===== src/rtl/rx_pkg.sv =====
// Shared definitions for the receive-path word aligner.
//   align_state_t : lock-qualification states
//   COMMA_P/N     : 7-bit comma prefixes (both running disparities)
//   K28_5_*/D21_5 : code groups that are handy for alignment streams
//   isComma       : true when a 10-bit word starts with a comma prefix
//   windowSlice   : 10-bit candidate at bit offset k of a 20-bit window
//   satInc        : 4-bit increment that sticks at 15
package rx_pkg;

  typedef enum logic [1:0] {
    SEARCH,
    CONFIRM,
    LOCKED
  } align_state_t;

  localparam logic [6:0] COMMA_P   = 7'b0011111;
  localparam logic [6:0] COMMA_N   = 7'b1100000;

  localparam logic [9:0] K28_5_RDN = 10'h0FA;
  localparam logic [9:0] K28_5_RDP = 10'h305;
  localparam logic [9:0] D21_5     = 10'h2AA;

  function automatic logic isComma(input logic [9:0] word);
    return (word[9:3] == COMMA_P) || (word[9:3] == COMMA_N);
  endfunction

  // Offset k picks window[19-k -: 10]; bit 19 is the oldest received bit.
  function automatic logic [9:0] windowSlice(input logic [19:0] window,
                                             input logic [3:0]  k);
    return 10'(window >> (5'd10 - {1'b0, k}));
  endfunction

  function automatic logic [3:0] satInc(input logic [3:0] v);
    return (v == 4'hF) ? v : v + 4'd1;
  endfunction

endpackage


===== src/rtl/comma_aligner_if.sv =====
// Word-level bus between deserializer, aligner and 8b/10b decoder.
//   RxUnaligned_10 : raw deserializer word, bit 9 oldest
//   RxAlignEn      : 1 = realignment allowed
//   RxParallel_10  : aligned code group
//   RxAligned      : lock indicator
//   CommaDetect    : emitted word is a comma code group
//   AlignOffset    : current bit offset, 0..9
// master = the side driving raw words (deserializer/control),
// slave  = the aligner itself.
interface comma_aligner_if;
  logic [9:0] RxUnaligned_10;
  logic       RxAlignEn;
  logic [9:0] RxParallel_10;
  logic       RxAligned;
  logic       CommaDetect;
  logic [3:0] AlignOffset;

  modport master (
    output RxUnaligned_10, RxAlignEn,
    input  RxParallel_10, RxAligned, CommaDetect, AlignOffset
  );

  modport slave (
    input  RxUnaligned_10, RxAlignEn,
    output RxParallel_10, RxAligned, CommaDetect, AlignOffset
  );
endinterface


===== src/rtl/comma_aligner_detect.sv =====
// Combinational comma search over a 20-bit sliding window.
//   window : {previous word, current word}, bit 19 oldest
//   hit    : some offset 0..9 carries a comma prefix
//   hitK   : lowest offset that matched (0 when no hit)
module comma_detect
  import rx_pkg::*;
(
  input  logic [19:0] window,
  output logic        hit,
  output logic [3:0]  hitK
);

  // NOTE: every output gets a default before the search loop so no path
  // leaves it unassigned; that is what keeps this block free of latches.
  always_comb begin
    hit  = 1'b0;
    hitK = 4'd0;
    // Scan high to low so the last assignment, the lowest offset, wins.
    for (int k = 9; k >= 0; k--) begin
      if (isComma(windowSlice(window, 4'(k)))) begin
        hit  = 1'b1;
        hitK = 4'(k);
      end
    end
  end

endmodule


===== src/rtl/comma_aligner.sv =====
// Receive-path word aligner: finds the comma in the deserializer stream,
// qualifies lock over repeated commas at one offset and emits aligned
// code groups to the 8b/10b decoder.
//   BitCLK_10 : word clock, rising edge
//   Reset     : synchronous, active-high
//   rx        : comma_aligner_if.slave (raw words in, aligned words out)
// CONFIRM_COUNT commas at one offset declare lock; LOSS_COUNT consecutive
// commas at another offset drop it. Both must be 1..15.
module comma_aligner
  import rx_pkg::*;
#(
  parameter int CONFIRM_COUNT = 3,
  parameter int LOSS_COUNT    = 4
) (
  input logic            BitCLK_10,
  input logic            Reset,
  comma_aligner_if.slave rx
);

  localparam logic [3:0] ConfirmTarget = 4'(CONFIRM_COUNT);
  localparam logic [3:0] LossTarget    = 4'(LOSS_COUNT);

  align_state_t stateQ, stateD;
  logic [9:0]   prevQ;
  logic [3:0]   offsetQ, offsetD;
  logic [3:0]   confirmCntQ, confirmCntD;
  logic [3:0]   lossCntQ, lossCntD;
  logic [9:0]   parallelQ;
  logic         alignedQ;
  logic         commaQ;

  logic [19:0]  window;
  logic         hit;
  logic [3:0]   hitK;
  logic [9:0]   nextWord;

  assign window = {prevQ, rx.RxUnaligned_10};

  comma_detect uDetect (
    .window (window),
    .hit    (hit),
    .hitK   (hitK)
  );

  // Next-state logic. With RxAlignEn low, hits are ignored entirely and
  // everything holds.
  always_comb begin
    stateD      = stateQ;
    offsetD     = offsetQ;
    confirmCntD = confirmCntQ;
    lossCntD    = lossCntQ;

    if (rx.RxAlignEn && hit) begin
      case (stateQ)
        SEARCH: begin
          offsetD     = hitK;
          confirmCntD = 4'd1;
          lossCntD    = 4'd0;
          stateD      = (ConfirmTarget <= 4'd1) ? LOCKED : CONFIRM;
        end

        CONFIRM: begin
          if (hitK == offsetQ) begin
            confirmCntD = satInc(confirmCntQ);
            if (satInc(confirmCntQ) >= ConfirmTarget) begin
              stateD   = LOCKED;
              lossCntD = 4'd0;
            end
          end else begin
            // A comma elsewhere restarts qualification at the new offset.
            offsetD     = hitK;
            confirmCntD = 4'd1;
          end
        end

        LOCKED: begin
          if (hitK == offsetQ) begin
            lossCntD = 4'd0;
          end else begin
            lossCntD = satInc(lossCntQ);
            if (satInc(lossCntQ) >= LossTarget) begin
              // offsetQ is kept: output stays put until the next hit.
              stateD   = SEARCH;
              lossCntD = 4'd0;
            end
          end
        end

        default: stateD = SEARCH;
      endcase
    end
  end

  // The emitted word already uses the offset adopted this cycle.
  assign nextWord = windowSlice(window, offsetD);

  // NOTE: state and output registers use non-blocking assignments so every
  // register samples the pre-edge values and ordering inside the block
  // cannot change behaviour.
  always_ff @(posedge BitCLK_10) begin
    if (Reset) begin
      stateQ      <= SEARCH;
      prevQ       <= '0;
      offsetQ     <= '0;
      confirmCntQ <= '0;
      lossCntQ    <= '0;
      parallelQ   <= '0;
      alignedQ    <= 1'b0;
      commaQ      <= 1'b0;
    end else begin
      stateQ      <= stateD;
      prevQ       <= rx.RxUnaligned_10;
      offsetQ     <= offsetD;
      confirmCntQ <= confirmCntD;
      lossCntQ    <= lossCntD;
      parallelQ   <= nextWord;
      alignedQ    <= (stateD == LOCKED);
      commaQ      <= isComma(nextWord);
    end
  end

  assign rx.RxParallel_10 = parallelQ;
  assign rx.RxAligned     = alignedQ;
  assign rx.CommaDetect   = commaQ;
  assign rx.AlignOffset   = offsetQ;

endmodule


===== src/flat_wrapper.sv =====
// flat-port wrapper written by rule: the top's interface ports become plain ports
module comma_aligner_flat import rx_pkg::*;
#(
  parameter int CONFIRM_COUNT = 3,
  parameter int LOSS_COUNT    = 4
)
  (BitCLK_10, Reset, rx_RxUnaligned_10, rx_RxAlignEn, rx_RxParallel_10, rx_RxAligned, rx_CommaDetect, rx_AlignOffset);
  comma_aligner_if rx_i ();
  input logic BitCLK_10;
  input logic Reset;
  input wire logic [$bits(rx_i.RxUnaligned_10)-1:0] rx_RxUnaligned_10;
  input wire logic [$bits(rx_i.RxAlignEn)-1:0] rx_RxAlignEn;
  output wire logic [$bits(rx_i.RxParallel_10)-1:0] rx_RxParallel_10;
  output wire logic [$bits(rx_i.RxAligned)-1:0] rx_RxAligned;
  output wire logic [$bits(rx_i.CommaDetect)-1:0] rx_CommaDetect;
  output wire logic [$bits(rx_i.AlignOffset)-1:0] rx_AlignOffset;
  assign rx_i.RxUnaligned_10 = rx_RxUnaligned_10;
  assign rx_i.RxAlignEn = rx_RxAlignEn;
  assign rx_RxParallel_10 = rx_i.RxParallel_10;
  assign rx_RxAligned = rx_i.RxAligned;
  assign rx_CommaDetect = rx_i.CommaDetect;
  assign rx_AlignOffset = rx_i.AlignOffset;
  comma_aligner #(.CONFIRM_COUNT(CONFIRM_COUNT), .LOSS_COUNT(LOSS_COUNT)) u_core (.BitCLK_10(BitCLK_10), .Reset(Reset), .rx(rx_i));
endmodule

===== config.mk =====
export PLATFORM = sky130hd
export DESIGN_NAME = comma_aligner_flat
export DESIGN_NICKNAME = d
export VERILOG_FILES = /design/src/rtl/rx_pkg.sv /design/src/rtl/comma_aligner_if.sv /design/src/rtl/comma_aligner_detect.sv /design/src/rtl/comma_aligner.sv /design/src/flat_wrapper.sv
export SDC_FILE = /design/constraint.sdc
export NUM_CORES = 1
export LEC_CHECK = 0
export ABC_AREA = 0
export CAP_MARGIN = 20
export CORE_MARGIN = 5
export CORE_UTILIZATION = 27
export CTS_CLUSTER_DIAMETER = 40
export DETAILED_ROUTE_END_ITERATION = 12
export DONT_BUFFER_PORTS = 1
export PLACE_DENSITY = 0.47
export SETUP_SLACK_MARGIN = 0.1
export SLEW_MARGIN = 30
export SYNTH_ARGS = -nofsm -noshare
export SYNTH_HDL_FRONTEND = slang
export SYNTH_HIERARCHICAL = 1
export SYNTH_SLANG_ARGS = --single-unit
export TNS_END_PERCENT = 10

===== constraint.sdc =====
create_clock -name BitCLK_10 -period 5.4 [get_ports BitCLK_10]
set_clock_uncertainty 0.05 [all_clocks]
set_input_delay 0.54 -clock BitCLK_10 [delete_from_list [all_inputs] [get_ports BitCLK_10]]
set_output_delay 0.54 -clock BitCLK_10 [all_outputs]
set_load 0.005 [all_outputs]

==> summary.md <==
| Metric | Value |
|---|---|
| Status | completed |
| Clock tree buffer depth | 2 |
| Drt first-iter violations | between 150 and 200 |
| CP max-delay cell | dfxtp_1 |
| Vias after detailed routing | around 2,700 |
| Critical path's most frequent cell | mux2i_1 |
| Asr flop ratio synth | 0 |
| Final Setup Violations | 0 |
| Max-cap viol count | 0 |
| Ys flop type | dfxtp_1 |
| Pleak | approximately 1.1 nW |
| P_int | approximately 0.56 mW |
| Worst setup SP type | register |
| Final Core Density | 0.296 |
| Buf/Inv on CP | 2 |
| DR pass1 iterations | 5 |
| PwrDens | roughly 240 nW/um^2 |
| Sink Count | 36 |
| Critical path type | register to register |
| Htree depth | 2 |
| Net switching power | between 0.2 and 0.25 mW |
| DRC errors left | 0 |
| Synth Instances | 343 |
| Top-area cell type share of the netlist area | 0.238 |
| Sequential area share after synthesis | 0.238 |
| CTS clk-pin slew, worst paths | 0.06 ns |
| Final Max Tran Viols | 0 |
| Routed Antenna Nets | 0 |
| Gp weighted congestion | roughly 0.83 |
| Fin crit period | roughly 4.9 ns |
| Area Overhead vs Synth | 6.77% |
| CTS Hold Bufs | 0 |
| Largest net degree at the start of global routing | 26 |
| Starting Density | 0.277 |
| Max VDD drop | about 0.11 mV |
| Hpwl dp | around 6000 um |
| Root buf cell | clkbuf_16 |
| Critical Path AT | 5.04 ns |
| Post-DP Area | ~3000 um^2 |
| Max_slew headroom | 0.487 |
| Multi-input gate area | 2060 um^2 |
| Logic pwr share | 0.178 |
| Die area | 13,400 um^2 |
| FILL cells | between 1,000 and 1,500 |
| Fmax | around 200 MHz |
| Fin. Hold Viols | 0 |
| Final net count | 350 |
| Routed wire length | about 8600 um |
| Number of synthesized flops with an enable pin | 0 |
| Top cells by area, synth | dfxtp_1 (24%), mux4_1 (5.2%), a211oi_1 (4.2%) |
| FF+latch area | 721 um^2 |
| Ratio of cells with drive above 1 in the final layout | 0.122 |
| First-pass GRT wire length | between 10,000 and 15,000 um |
| Worst-path maximum fanout | 17 |
| CP Cell Sequence | and4bb_1 -> a32o_1 -> a311o_1 -> a221oi_2 -> nand3_1 -> and4b_1 -> a21oi_4 -> inv_6 -> ha_1 -> buf_4 -> mux2i_1 -> a21o_1 -> a2111o_1 -> nor3_1 -> nor4_2 -> nor4_1 -> o2111ai_1 -> mux2i_1 |
| TritonCTS clock tree | done |
| Net Sw Frac | 0.281 |
| Synth unique cells | 82 |
| Die height | about 120 um |
| Pwr Total | 0.773 mW |
| Initial antenna violation count | 0 |
| Post_cts resized | 0 |
| Min-delay worst type | primary input to register |
| Post-CTS setup buffer count | 0 |
| Num CTS Buffers | 5 |
| CP required | roughly 5.6 ns |
| Global route overflow | 0 |
| Synth Area per Inst | slightly below 9 um^2 |
| Chip Width | approximately 120 um |
| Post-Syn Area | between 3000 and 4000 um^2 |
| Vias in the first global route | 2,484 |
| Final Instance Area | around 3200 um^2 |
| Largest area contributor in the synthesized netlist | dfxtp_1 |
| Slew at the pin closest to its max-slew limit | a little under 0.8 ns |
| IO buf count | 0 |
| Core area | between 10,000 and 15,000 um^2 |
| #FFs+latches synth | 36 |
| Crit. End Element | register |
| Number of diodes | 0 |
| Final TNS setup | 0 ns |
| Syn_nets | 359 |
| Clock network fraction of total power | 0.437 |
| DR WL/cell | approximately 18 um |
| Rows | 38 |
| Fin crit share | 0.906 |
| GRT Util Overall | 0.131 |
| RSZ-0062 raised after global routing | no |
| Synth Warn # | 6 |
| Clk_lat worst skew | approximately 0.28 ns |
| Vias/cell | approximately 5.7 |
| Reg power frac | 0.385 |
| IO Pins | 29 |
| Critical path's top delay family | compound AO/OA/AOI/OAI gates |
| Slowest stage delay, CP | about 0.6 ns |
cell usage after synthesis (3+ instances only):
cell type  instances
or4_1              3
nor2_1            30
o211ai_1           6
o21ai_0            7
mux2i_1            9
mux4_1             6
nand2_1           24
clkbuf_1           5
and3_1             3
clkbuf_8           3
a21oi_1           17
nor4_1             6
nand3b_1           4
and2_1             6
inv_1             10
xor2_1             4
and4b_1            3
nand2b_1           4
buf_2              5
ha_1               3
a211oi_1          17
a21o_1             4
nand3_1           13
buf_6              9
nor2b_1           15
nor3_1             9
dfxtp_1           36
nand4_1            6
a2111oi_0          6
a31oi_1            4
mux4_2             4
final timing paths:
kind                                                 startpoint                                   to  slack, ns  depth (start not counted)
worst max-delay path                 u_core/prevQ[2]$_SDFF_PP0_     u_core/rx.CommaDetect$_SDFF_PP0_       0.51                         18
worst min-delay path                                      Reset  u_core/rx.AlignOffset[1]$_SDFF_PP0_       0.29                          1
worst max register to register       u_core/prevQ[2]$_SDFF_PP0_     u_core/rx.CommaDetect$_SDFF_PP0_       0.51                         18
worst min register to register  u_core/lossCntQ[3]$_SDFFE_PP0P_      u_core/lossCntQ[3]$_SDFFE_PP0P_       0.45                          1
worst register-to-register path, stage by stage (launching register included):
cell and delay, ns:
dfxtp_1 0.61, and4bb_1 0.28, a32o_1 0.23, a311o_1 0.38
a221oi_2 0.24, nand3_1 0.25, and4b_1 0.34, a21oi_4 0.19
inv_6 0.11, ha_1 0.32, buf_4 0.20, mux2i_1 0.13
a21o_1 0.17, a2111o_1 0.45, nor3_1 0.21, nor4_2 0.11
nor4_1 0.27, o2111ai_1 0.14, mux2i_1 0.14
flip-flops by register name, indices dropped and copies added, names as in the netlist:
name	flops
u_core/confirmCntQ	4
u_core/rx.RxParallel_10	10
u_core/rx.CommaDetect	1
u_core/rx.RxAligned	1
u_core/prevQ	10
u_core/rx.AlignOffset	4
u_core/stateQ	2
u_core/lossCntQ	4
kinds of logic after synthesis:
logic type / after synthesis / share of synthesized area
compound gates: 95 / 0.251
xor+xnor: 6 / 0.0173
fa+ha+maj: 3 / 0.0124
buf+inv: 36 / 0.0817
flops: 36 / 0.238
mux: 21 / 0.123
simple gates: 146 / 0.277
layer usage:
| layer | global-route usage | vias to the layer above | part of all wire |
|---|---|---|---|
| met5 | 0 | - | 0 |
| met4 | 0.0379 | 0 | 0.018 |
| met3 | 0.0386 | 12 | 0.068 |
| met2 | 0.201 | 91 | 0.45 |
| met1 | 0.179 | 1293 | 0.46 |
| li1 | - | 1310 | - |
placed cells by master (no fill, tap or decap), types with 3 or more instances in the layout:
cell,synthesis,layout
dfxtp_1,36,36
nand3b_1,4,4
nor4_1,6,6
a211oi_1,17,17
a21oi_1,17,17
nor2_1,30,30
nand2_1,24,24
mux4_2,4,4
nand2b_1,4,4
nand3_1,13,13
a2111oi_0,6,6
ha_1,3,3
and2_1,6,6
buf_4,1,8
o21ai_0,7,7
mux4_1,6,6
or4_1,3,3
mux2i_1,9,9
nand4_1,6,6
a31oi_1,4,4
and4b_1,3,3
a21o_1,4,4
clkbuf_16,0,5
nor2b_1,15,15
inv_1,10,10
nor3_1,9,9
xor2_1,4,4
and3_1,3,3
o211ai_1,6,6
metrics by stage:
step                cells  setup slack, ns  hold WS, ns
detailed placement    467            0.634        0.432
global placement      467            0.721        0.422
finish                475            0.507        0.285
global route          475            0.148        0.264
CTS                   475            0.600        0.275
floorplan             343            0.725        0.394
power groups by stage:
stage	registers [mW]	clock network (mW)	logic [mW]
3_3_place_gp	0.304	0	0.136
6_report	0.298	0.338	0.137
2_1_floorplan	0.295	0	0.123
3_5_place_dp	0.304	0	0.136
4_1_cts	0.298	0.346	0.136
5_1_grt	0.300	0.366	0.152
final cells by class:
class / count / area share
inverter: 12 / 0.0155
sequential: 36 / 0.223
clock inverter: 3 / 0.0131
timing repair buffer: 8 / 0.0186
multi-input combinational: 271 / 0.637
tap: 140 / 0.0541
clock buffer: 5 / 0.0387
(Power assumes the default switching activity.)
